### config.mk
export PLATFORM = sky130hd
export DESIGN_NAME = l2_home_responder_flat
export DESIGN_NICKNAME = d
export VERILOG_FILES = /design/src/rtl/l2_home_responder_pkg.sv /design/src/rtl/l2_home_responder_if.sv /design/src/rtl/home_line_mem.sv /design/src/rtl/l2_home_responder.sv /design/src/flat_wrapper.sv
export SDC_FILE = /design/constraint.sdc
export NUM_CORES = 2
export LEC_CHECK = 0
export ABC_CLOCK_PERIOD_IN_PS = 2600
export CAP_MARGIN = 10
export CORE_MARGIN = 1
export CORE_UTILIZATION = 45
export DETAILED_ROUTE_END_ITERATION = 6
export PLACE_DENSITY_LB_ADDON = 0.1
export SKIP_CTS_REPAIR_TIMING = 1
export SLEW_MARGIN = 25
export SYNTH_ARGS = -nofsm -noshare
export SYNTH_HDL_FRONTEND = slang
export SYNTH_SLANG_ARGS = --single-unit
### constraint.sdc
create_clock -name clk -period 2.6 [get_ports clk]
set_input_delay 0.39 -clock clk [delete_from_list [all_inputs] [get_ports clk]]
set_output_delay 0.39 -clock clk [all_outputs]
set_load 0.05 [all_outputs]
### src/rtl/l2_home_responder_pkg.sv
// Shared types for the L2 home responder: Spandex-style message codes, line geometry,
// FSM states and the request-to-response message mapping.
package l2_home_responder_pkg;

    localparam int unsigned WORDS  = 4;
    localparam int unsigned WORD_W = 32;
    localparam int unsigned ADDR_W = 28;

    typedef logic [4:0]              coh_msg_t;
    typedef logic [ADDR_W-1:0]       line_addr_t;
    typedef logic [WORDS*WORD_W-1:0] line_t;
    typedef logic [WORDS-1:0]        word_mask_t;
    typedef logic [3:0]              invack_cnt_t;

    localparam coh_msg_t REQ_S      = 5'd1;
    localparam coh_msg_t REQ_O      = 5'd2;
    localparam coh_msg_t REQ_V      = 5'd3;
    localparam coh_msg_t REQ_WT     = 5'd4;
    localparam coh_msg_t REQ_Odata  = 5'd5;
    localparam coh_msg_t REQ_WB     = 5'd6;

    localparam coh_msg_t RSP_S      = 5'd16;
    localparam coh_msg_t RSP_O      = 5'd17;
    localparam coh_msg_t RSP_V      = 5'd18;
    localparam coh_msg_t RSP_WT     = 5'd19;
    localparam coh_msg_t RSP_Odata  = 5'd20;
    localparam coh_msg_t RSP_WB_ACK = 5'd21;

    typedef enum logic [1:0] {StIdle, StWait, StExec, StRsp} home_state_t;

    typedef struct packed {
        coh_msg_t msg;
        logic     unsupported;
    } home_rsp_t;

    function automatic home_rsp_t home_rsp_msg(input coh_msg_t msg);
        home_rsp_t r;
        r.msg         = RSP_V;
        r.unsupported = 1'b0;
        case (msg)
            REQ_V:     r.msg = RSP_V;
            REQ_S:     r.msg = RSP_S;
            REQ_Odata: r.msg = RSP_Odata;
            REQ_O:     r.msg = RSP_O;
            REQ_WT:    r.msg = RSP_WT;
            REQ_WB:    r.msg = RSP_WB_ACK;
            default:   r.unsupported = 1'b1;
        endcase
        return r;
    endfunction

endpackage

### src/rtl/l2_home_responder_if.sv
// L2 request/response channel pair as seen between the L2 core (master) and the home node (slave).
interface l2_home_responder_if;
    import l2_home_responder_pkg::*;

    logic        req_valid;
    logic        req_ready;
    coh_msg_t    req_coh_msg;
    logic [1:0]  req_hprot;
    line_addr_t  req_addr;
    line_t       req_line;
    word_mask_t  req_word_mask;

    logic        rsp_valid;
    logic        rsp_ready;
    coh_msg_t    rsp_coh_msg;
    line_addr_t  rsp_addr;
    line_t       rsp_line;
    word_mask_t  rsp_word_mask;
    invack_cnt_t rsp_invack_cnt;

    logic        err;

    modport master (
        output req_valid, req_coh_msg, req_hprot, req_addr, req_line, req_word_mask, rsp_ready,
        input  req_ready, rsp_valid, rsp_coh_msg, rsp_addr, rsp_line, rsp_word_mask,
               rsp_invack_cnt, err
    );

    modport slave (
        input  req_valid, req_coh_msg, req_hprot, req_addr, req_line, req_word_mask, rsp_ready,
        output req_ready, rsp_valid, rsp_coh_msg, rsp_addr, rsp_line, rsp_word_mask,
               rsp_invack_cnt, err
    );

endinterface

### src/rtl/home_line_mem.sv
// Flop-based line memory with word-masked writes, combinational read and synchronous clear.
module home_line_mem
    import l2_home_responder_pkg::*;
#(
    parameter int unsigned MEM_LINES = 16,
    parameter int unsigned IDX_W     = $clog2(MEM_LINES)
) (
    input  logic             clk,
    input  logic             rst,
    input  logic             i_we,
    input  logic [IDX_W-1:0] i_idx,
    input  word_mask_t       i_wmask,
    input  line_t            i_wdata,
    output line_t            o_rdata
);

    line_t r_mem [MEM_LINES];

    always_ff @(posedge clk) begin
        if (rst) begin
            for (int i = 0; i < int'(MEM_LINES); i++) begin
                r_mem[i] <= '0;
            end
        end else if (i_we) begin
            for (int w = 0; w < int'(WORDS); w++) begin
                if (i_wmask[w]) begin
                    r_mem[i_idx][w*WORD_W +: WORD_W] <= i_wdata[w*WORD_W +: WORD_W];
                end
            end
        end
    end

    assign o_rdata = r_mem[i_idx];

endmodule

### src/rtl/l2_home_responder.sv
// Home-node stand-in for the LLC: one outstanding request, programmable latency, word-masked
// line memory behind it. Never issues forwards.
module l2_home_responder
    import l2_home_responder_pkg::*;
#(
    parameter int unsigned MEM_LINES = 16,
    parameter int unsigned LAT       = 2
) (
    input logic                clk,
    input logic                rst,
    l2_home_responder_if.slave bus
);

    localparam int unsigned IDX_W   = $clog2(MEM_LINES);
    localparam logic [3:0]  LAT_CNT = 4'(LAT);

    home_state_t r_state, w_state_nxt;
    logic [3:0]  r_cnt, w_cnt_nxt;
    coh_msg_t    r_msg;
    logic [1:0]  r_hprot;
    line_addr_t  r_addr;
    line_t       r_line;
    word_mask_t  r_mask;
    logic        r_req_ready;
    logic        r_rsp_valid;
    coh_msg_t    r_rsp_msg;
    line_t       r_rsp_line;
    logic        r_err;

    home_rsp_t   w_dec;
    logic        w_rd;
    logic        w_wr;
    logic        w_mem_we;
    line_t       w_rdata;
    logic        w_unused_hprot;

    assign w_dec          = home_rsp_msg(r_msg);
    assign w_rd           = (r_msg == REQ_V) || (r_msg == REQ_S) || (r_msg == REQ_Odata);
    assign w_wr           = (r_msg == REQ_WT) || (r_msg == REQ_WB);
    assign w_unused_hprot = ^r_hprot;

    home_line_mem #(
        .MEM_LINES (MEM_LINES),
        .IDX_W     (IDX_W)
    ) u_mem (
        .clk     (clk),
        .rst     (rst),
        .i_we    (w_mem_we),
        .i_idx   (r_addr[IDX_W-1:0]),
        .i_wmask (r_mask),
        .i_wdata (r_line),
        .o_rdata (w_rdata)
    );

    always_comb begin
        w_state_nxt = r_state;
        w_cnt_nxt   = r_cnt;
        w_mem_we    = 1'b0;
        unique case (r_state)
            StIdle: begin
                if (bus.req_valid) begin
                    w_cnt_nxt   = LAT_CNT;
                    w_state_nxt = (LAT_CNT == 4'd0) ? StExec : StWait;
                end
            end
            StWait: begin
                w_cnt_nxt = r_cnt - 4'd1;
                if (w_cnt_nxt == 4'd0) begin
                    w_state_nxt = StExec;
                end
            end
            StExec: begin
                w_mem_we    = w_wr;
                w_state_nxt = StRsp;
            end
            StRsp: begin
                if (bus.rsp_ready) begin
                    w_state_nxt = StIdle;
                end
            end
            default: w_state_nxt = StIdle;
        endcase
    end

    always_ff @(posedge clk) begin
        if (rst) begin
            r_state     <= StIdle;
            r_cnt       <= '0;
            r_msg       <= '0;
            r_hprot     <= '0;
            r_addr      <= '0;
            r_line      <= '0;
            r_mask      <= '0;
            r_req_ready <= 1'b1;
            r_rsp_valid <= 1'b0;
            r_rsp_msg   <= '0;
            r_rsp_line  <= '0;
            r_err       <= 1'b0;
        end else begin
            r_state     <= w_state_nxt;
            r_cnt       <= w_cnt_nxt;
            r_req_ready <= (w_state_nxt == StIdle);
            r_rsp_valid <= (w_state_nxt == StRsp);
            if (r_state == StIdle && bus.req_valid) begin
                r_msg   <= bus.req_coh_msg;
                r_hprot <= bus.req_hprot;
                r_addr  <= bus.req_addr;
                r_line  <= bus.req_line;
                r_mask  <= bus.req_word_mask;
            end
            if (r_state == StExec) begin
                r_rsp_msg  <= w_dec.msg;
                r_rsp_line <= w_rd ? w_rdata : '0;
                if (w_dec.unsupported) begin
                    r_err <= 1'b1;
                end
            end
        end
    end

    // Address and mask echo straight from the capture registers; they only change in IDLE.
    assign bus.req_ready      = r_req_ready;
    assign bus.rsp_valid      = r_rsp_valid;
    assign bus.rsp_coh_msg    = r_rsp_msg;
    assign bus.rsp_addr       = r_addr;
    assign bus.rsp_line       = r_rsp_line;
    assign bus.rsp_word_mask  = r_mask;
    assign bus.rsp_invack_cnt = '0;
    assign bus.err            = r_err;

endmodule

### src/flat_wrapper.sv
// flat-port wrapper written by rule: the top's interface ports become plain ports
module l2_home_responder_flat import l2_home_responder_pkg::*;
#(
    parameter int unsigned MEM_LINES = 16,
    parameter int unsigned LAT       = 2
)
  (clk, rst, bus_req_valid, bus_req_coh_msg, bus_req_hprot, bus_req_addr, bus_req_line, bus_req_word_mask, bus_rsp_ready, bus_req_ready, bus_rsp_valid, bus_rsp_coh_msg, bus_rsp_addr, bus_rsp_line, bus_rsp_word_mask, bus_rsp_invack_cnt, bus_err);
  l2_home_responder_if bus_i ();
  input logic clk;
  input logic rst;
  input wire logic [$bits(bus_i.req_valid)-1:0] bus_req_valid;
  input wire logic [$bits(bus_i.req_coh_msg)-1:0] bus_req_coh_msg;
  input wire logic [$bits(bus_i.req_hprot)-1:0] bus_req_hprot;
  input wire logic [$bits(bus_i.req_addr)-1:0] bus_req_addr;
  input wire logic [$bits(bus_i.req_line)-1:0] bus_req_line;
  input wire logic [$bits(bus_i.req_word_mask)-1:0] bus_req_word_mask;
  input wire logic [$bits(bus_i.rsp_ready)-1:0] bus_rsp_ready;
  output wire logic [$bits(bus_i.req_ready)-1:0] bus_req_ready;
  output wire logic [$bits(bus_i.rsp_valid)-1:0] bus_rsp_valid;
  output wire logic [$bits(bus_i.rsp_coh_msg)-1:0] bus_rsp_coh_msg;
  output wire logic [$bits(bus_i.rsp_addr)-1:0] bus_rsp_addr;
  output wire logic [$bits(bus_i.rsp_line)-1:0] bus_rsp_line;
  output wire logic [$bits(bus_i.rsp_word_mask)-1:0] bus_rsp_word_mask;
  output wire logic [$bits(bus_i.rsp_invack_cnt)-1:0] bus_rsp_invack_cnt;
  output wire logic [$bits(bus_i.err)-1:0] bus_err;
  assign bus_i.req_valid = bus_req_valid;
  assign bus_i.req_coh_msg = bus_req_coh_msg;
  assign bus_i.req_hprot = bus_req_hprot;
  assign bus_i.req_addr = bus_req_addr;
  assign bus_i.req_line = bus_req_line;
  assign bus_i.req_word_mask = bus_req_word_mask;
  assign bus_i.rsp_ready = bus_rsp_ready;
  assign bus_req_ready = bus_i.req_ready;
  assign bus_rsp_valid = bus_i.rsp_valid;
  assign bus_rsp_coh_msg = bus_i.rsp_coh_msg;
  assign bus_rsp_addr = bus_i.rsp_addr;
  assign bus_rsp_line = bus_i.rsp_line;
  assign bus_rsp_word_mask = bus_i.rsp_word_mask;
  assign bus_rsp_invack_cnt = bus_i.rsp_invack_cnt;
  assign bus_err = bus_i.err;
  l2_home_responder #(.MEM_LINES(MEM_LINES), .LAT(LAT)) u_core (.clk(clk), .rst(rst), .bus(bus_i));
endmodule
==> results.json <==
{
  "status": "finished, final reports clean",
  "cp_slowest_cell": "clkdlybuf4s50_1",
  "grt_first_pass_wirelength_um": 440000,
  "hold_violations": 0,
  "most-common-layout-cells": "and2_1, edfxtp_1, mux4_2",
  "min_period_over_period_pct": 97.2,
  "preCtsSetupSlack_ns": 0.0593,
  "hp-class": "in2reg",
  "drt-total-wl_um": 308000,
  "drive_gt1_share_pct": 20.2,
  "clkTransAtPathRegs_ns": 0.06,
  "crit_chain": "clkdlybuf4s50_1",
  "area_delta_synth_final_pct": 19.5,
  "pin_count": 343,
  "synth-seq-cells": 2358,
  "gp_congestion": 0.787,
  "coreArea_um2": 225000,
  "synthArstFlopShare_pct": 0,
  "final_common_cell": "and2_1",
  "ys_seq_area_share_pct": 66.6,
  "std_cell_rows": 174,
  "worstMarginPinSlew_ns": 0.757,
  "total_power_mw": 84.6,
  "ant_nets": 0,
  "htree_num_levels": 5,
  "chipWidth_um": 477,
  "synth.distinct_cells": 56,
  "cp_top_family": "buffers and inverters",
  "period_needed_ns": 2.53,
  "fin_setup_tns_ns": 0,
  "synth_area_per_cell_um2": 14.9,
  "nNetsFinal": 7456,
  "end_kind": "primary output",
  "n_fill_cell": 18300,
  "crit_start": "u_core.bus.rsp_line[51]",
  "power_density_nw_per_um2": 696,
  "drc": 0,
  "p_leak_nw": 44.2,
  "grt_pass1_vias": 60700,
  "min-delay-start": "bus_req_word_mask[3]",
  "max-cap-violations": 0,
  "seqCellArea_um2": 67700,
  "clock-sinks": 2358,
  "worst-setup-path-type": "reg2out",
  "synth_area_um2": 102000,
  "dr.pass1.iters": 5,
  "antenna_found_initial": 20,
  "gr-total-overflow": 0,
  "vias": 59300,
  "clk_latency_ns": 0.93,
  "cts_tree": "done",
  "die_area_um2": 228000,
  "initial_core_util_pct": 45.3,
  "place_area_um2": 113000,
  "setup_viol": 0,
  "ys.flop_type": "edfxtp_1",
  "crit_buf_inv": 1,
  "synthCells": 6810,
  "r2r_start": "u_core.r_msg[3]",
  "cp.required_ns": 2.21,
  "peakVddDrop_mv": 0.630,
  "grt_max_degree": 65,
  "cp.arrival_ns": 2.14,
  "cts_root_buf": "clkbuf_16",
  "rsz0062_at_grt": "false",
  "drv_slew": 0,
  "fmax_ghz": 0.396,
  "crit_fanout": 2,
  "cts_buffers": 274,
  "avgViaCountPerCell": 5.66,
  "drtIter0Drc": 5805,
  "whs_ns": 0.00788,
  "worst_setup_path_start_kind": "flip-flop",
  "yosys_warnings": 0,
  "cpPeakStageDelay_ns": 0.83,
  "clk_path_buf_depth": 4,
  "dp_hpwl_um": 187000,
  "design_area_um2": 122000,
  "io_buffers": 335,
  "fin_skew_ns": 0.0570,
  "wire_per_inst_um": 29.4,
  "slew_headroom_pct": 49.5,
  "worst_slack_ns": 0.0728,
  "multi_input_area_um2": 32200,
  "synth_edf_count": 2048,
  "globalRouteTotalUtil_pct": 27.0,
  "die_h_um": 477
}
-- synthesized netlist by cell type (all sizes together), types with 2 or more instances --
library cell / number / area (um^2)
a211oi: 2 / 15.0
a21oi: 168 / 841
a22oi: 64 / 480
a32oi: 17 / 149
and2: 2050 / 12800
buf: 124 / 573
clkbuf: 464 / 1740
dfxtp: 310 / 6210
edfxtp: 2048 / 61500
ha: 2 / 25.0
inv: 3 / 11.3
mux2: 81 / 912
mux2i: 114 / 1140
mux4: 481 / 10800
nand2: 442 / 1660
nand2b: 6 / 37.5
nand3: 7 / 35.0
nand4b: 4 / 35.0
nor2: 110 / 413
nor2b: 8 / 50.1
nor3: 5 / 25.0
nor4: 6 / 73.8
o211ai: 64 / 480
o21ai: 36 / 180
o221ai: 28 / 245
o22ai: 31 / 194
o2bb2a: 16 / 233
o31ai: 28 / 210
o32ai: 3 / 26.3
or2: 65 / 407
or3: 4 / 25.0
or4: 2 / 15.0
-- power breakdown --
group	leakage (nW)	total, mW	switching, mW	internal (mW)
registers	23.7	43.0	0.818	42.2
logic	16.4	5.42	3.07	2.35
clock network	4.04	36.2	15.1	21.1
total	44.2	84.6	18.9	65.7
-- tightest hold or removal path: stages --
cell and delay (ns):
clkdlybuf4s50_1 0.39, nand2_1 0.06, a21oi_1 0.05
-- kinds of logic after synthesis --
family | Yosys count | synth area share, %
flip-flops | 2358 | 66.6
AND/OR/NAND/NOR | 2715 | 15.4
other | 1 | 0.00369
multiplexers | 676 | 12.7
AO/OA/AOI/OAI | 465 | 3.07
adder cells (fa/ha/maj) | 2 | 0.0246
XOR/XNOR | 2 | 0.0172
buffers and inverters | 591 | 2.29
-- flip-flops by register name, indices dropped and copies added (netlist names), named ones only --
signal,count
u_core.u_mem.r_mem,2048
u_core.bus.rsp_line,128
u_core.r_line,128
u_core.bus.rsp_addr,28
u_core.r_msg,5
u_core.bus.rsp_coh_msg,4
u_core.bus.rsp_word_mask,4
u_core.r_cnt,4
u_core.r_state,2
u_core.bus.err,1
u_core.bus.req_ready,1
u_core.bus.rsp_valid,1
-- path summary, 6_finish.rpt --
path	endpoint	slack [ns]	depth (start not counted)
min	u_core.bus.rsp_word_mask[3]	0.008	3
max	bus_rsp_line[51]	0.07	1
max reg2reg	u_core.bus.rsp_line[80]	0.12	5
min reg2reg	u_core.bus.rsp_addr[27]	0.46	2
-- routing by layer --
metal  wire [um]  GRT usage, %
met1      129000          36.9
met2      150000          44.8
met3       18700          3.50
met4        9940          8.52
met5           0             0
-- stage by stage --
step,std cells,util [%]
global route,10500,54.1
finish,10500,54.1
CTS,10500,53.9
floorplan,6814,-
detailed placement,9981,50.2
global placement,9981,50.2
-- final cells by class --
type                    count  area share [%]
flip-flops and latches   2358            55.7
multi-input cells        3865            26.5
repair buffers            781            7.85
clock buffers             396            6.29
well taps                2992            3.08
clock inverters            81           0.504
diodes                      9          0.0185
inverters                   3         0.00927
Power figures use the tool's default switching activity.
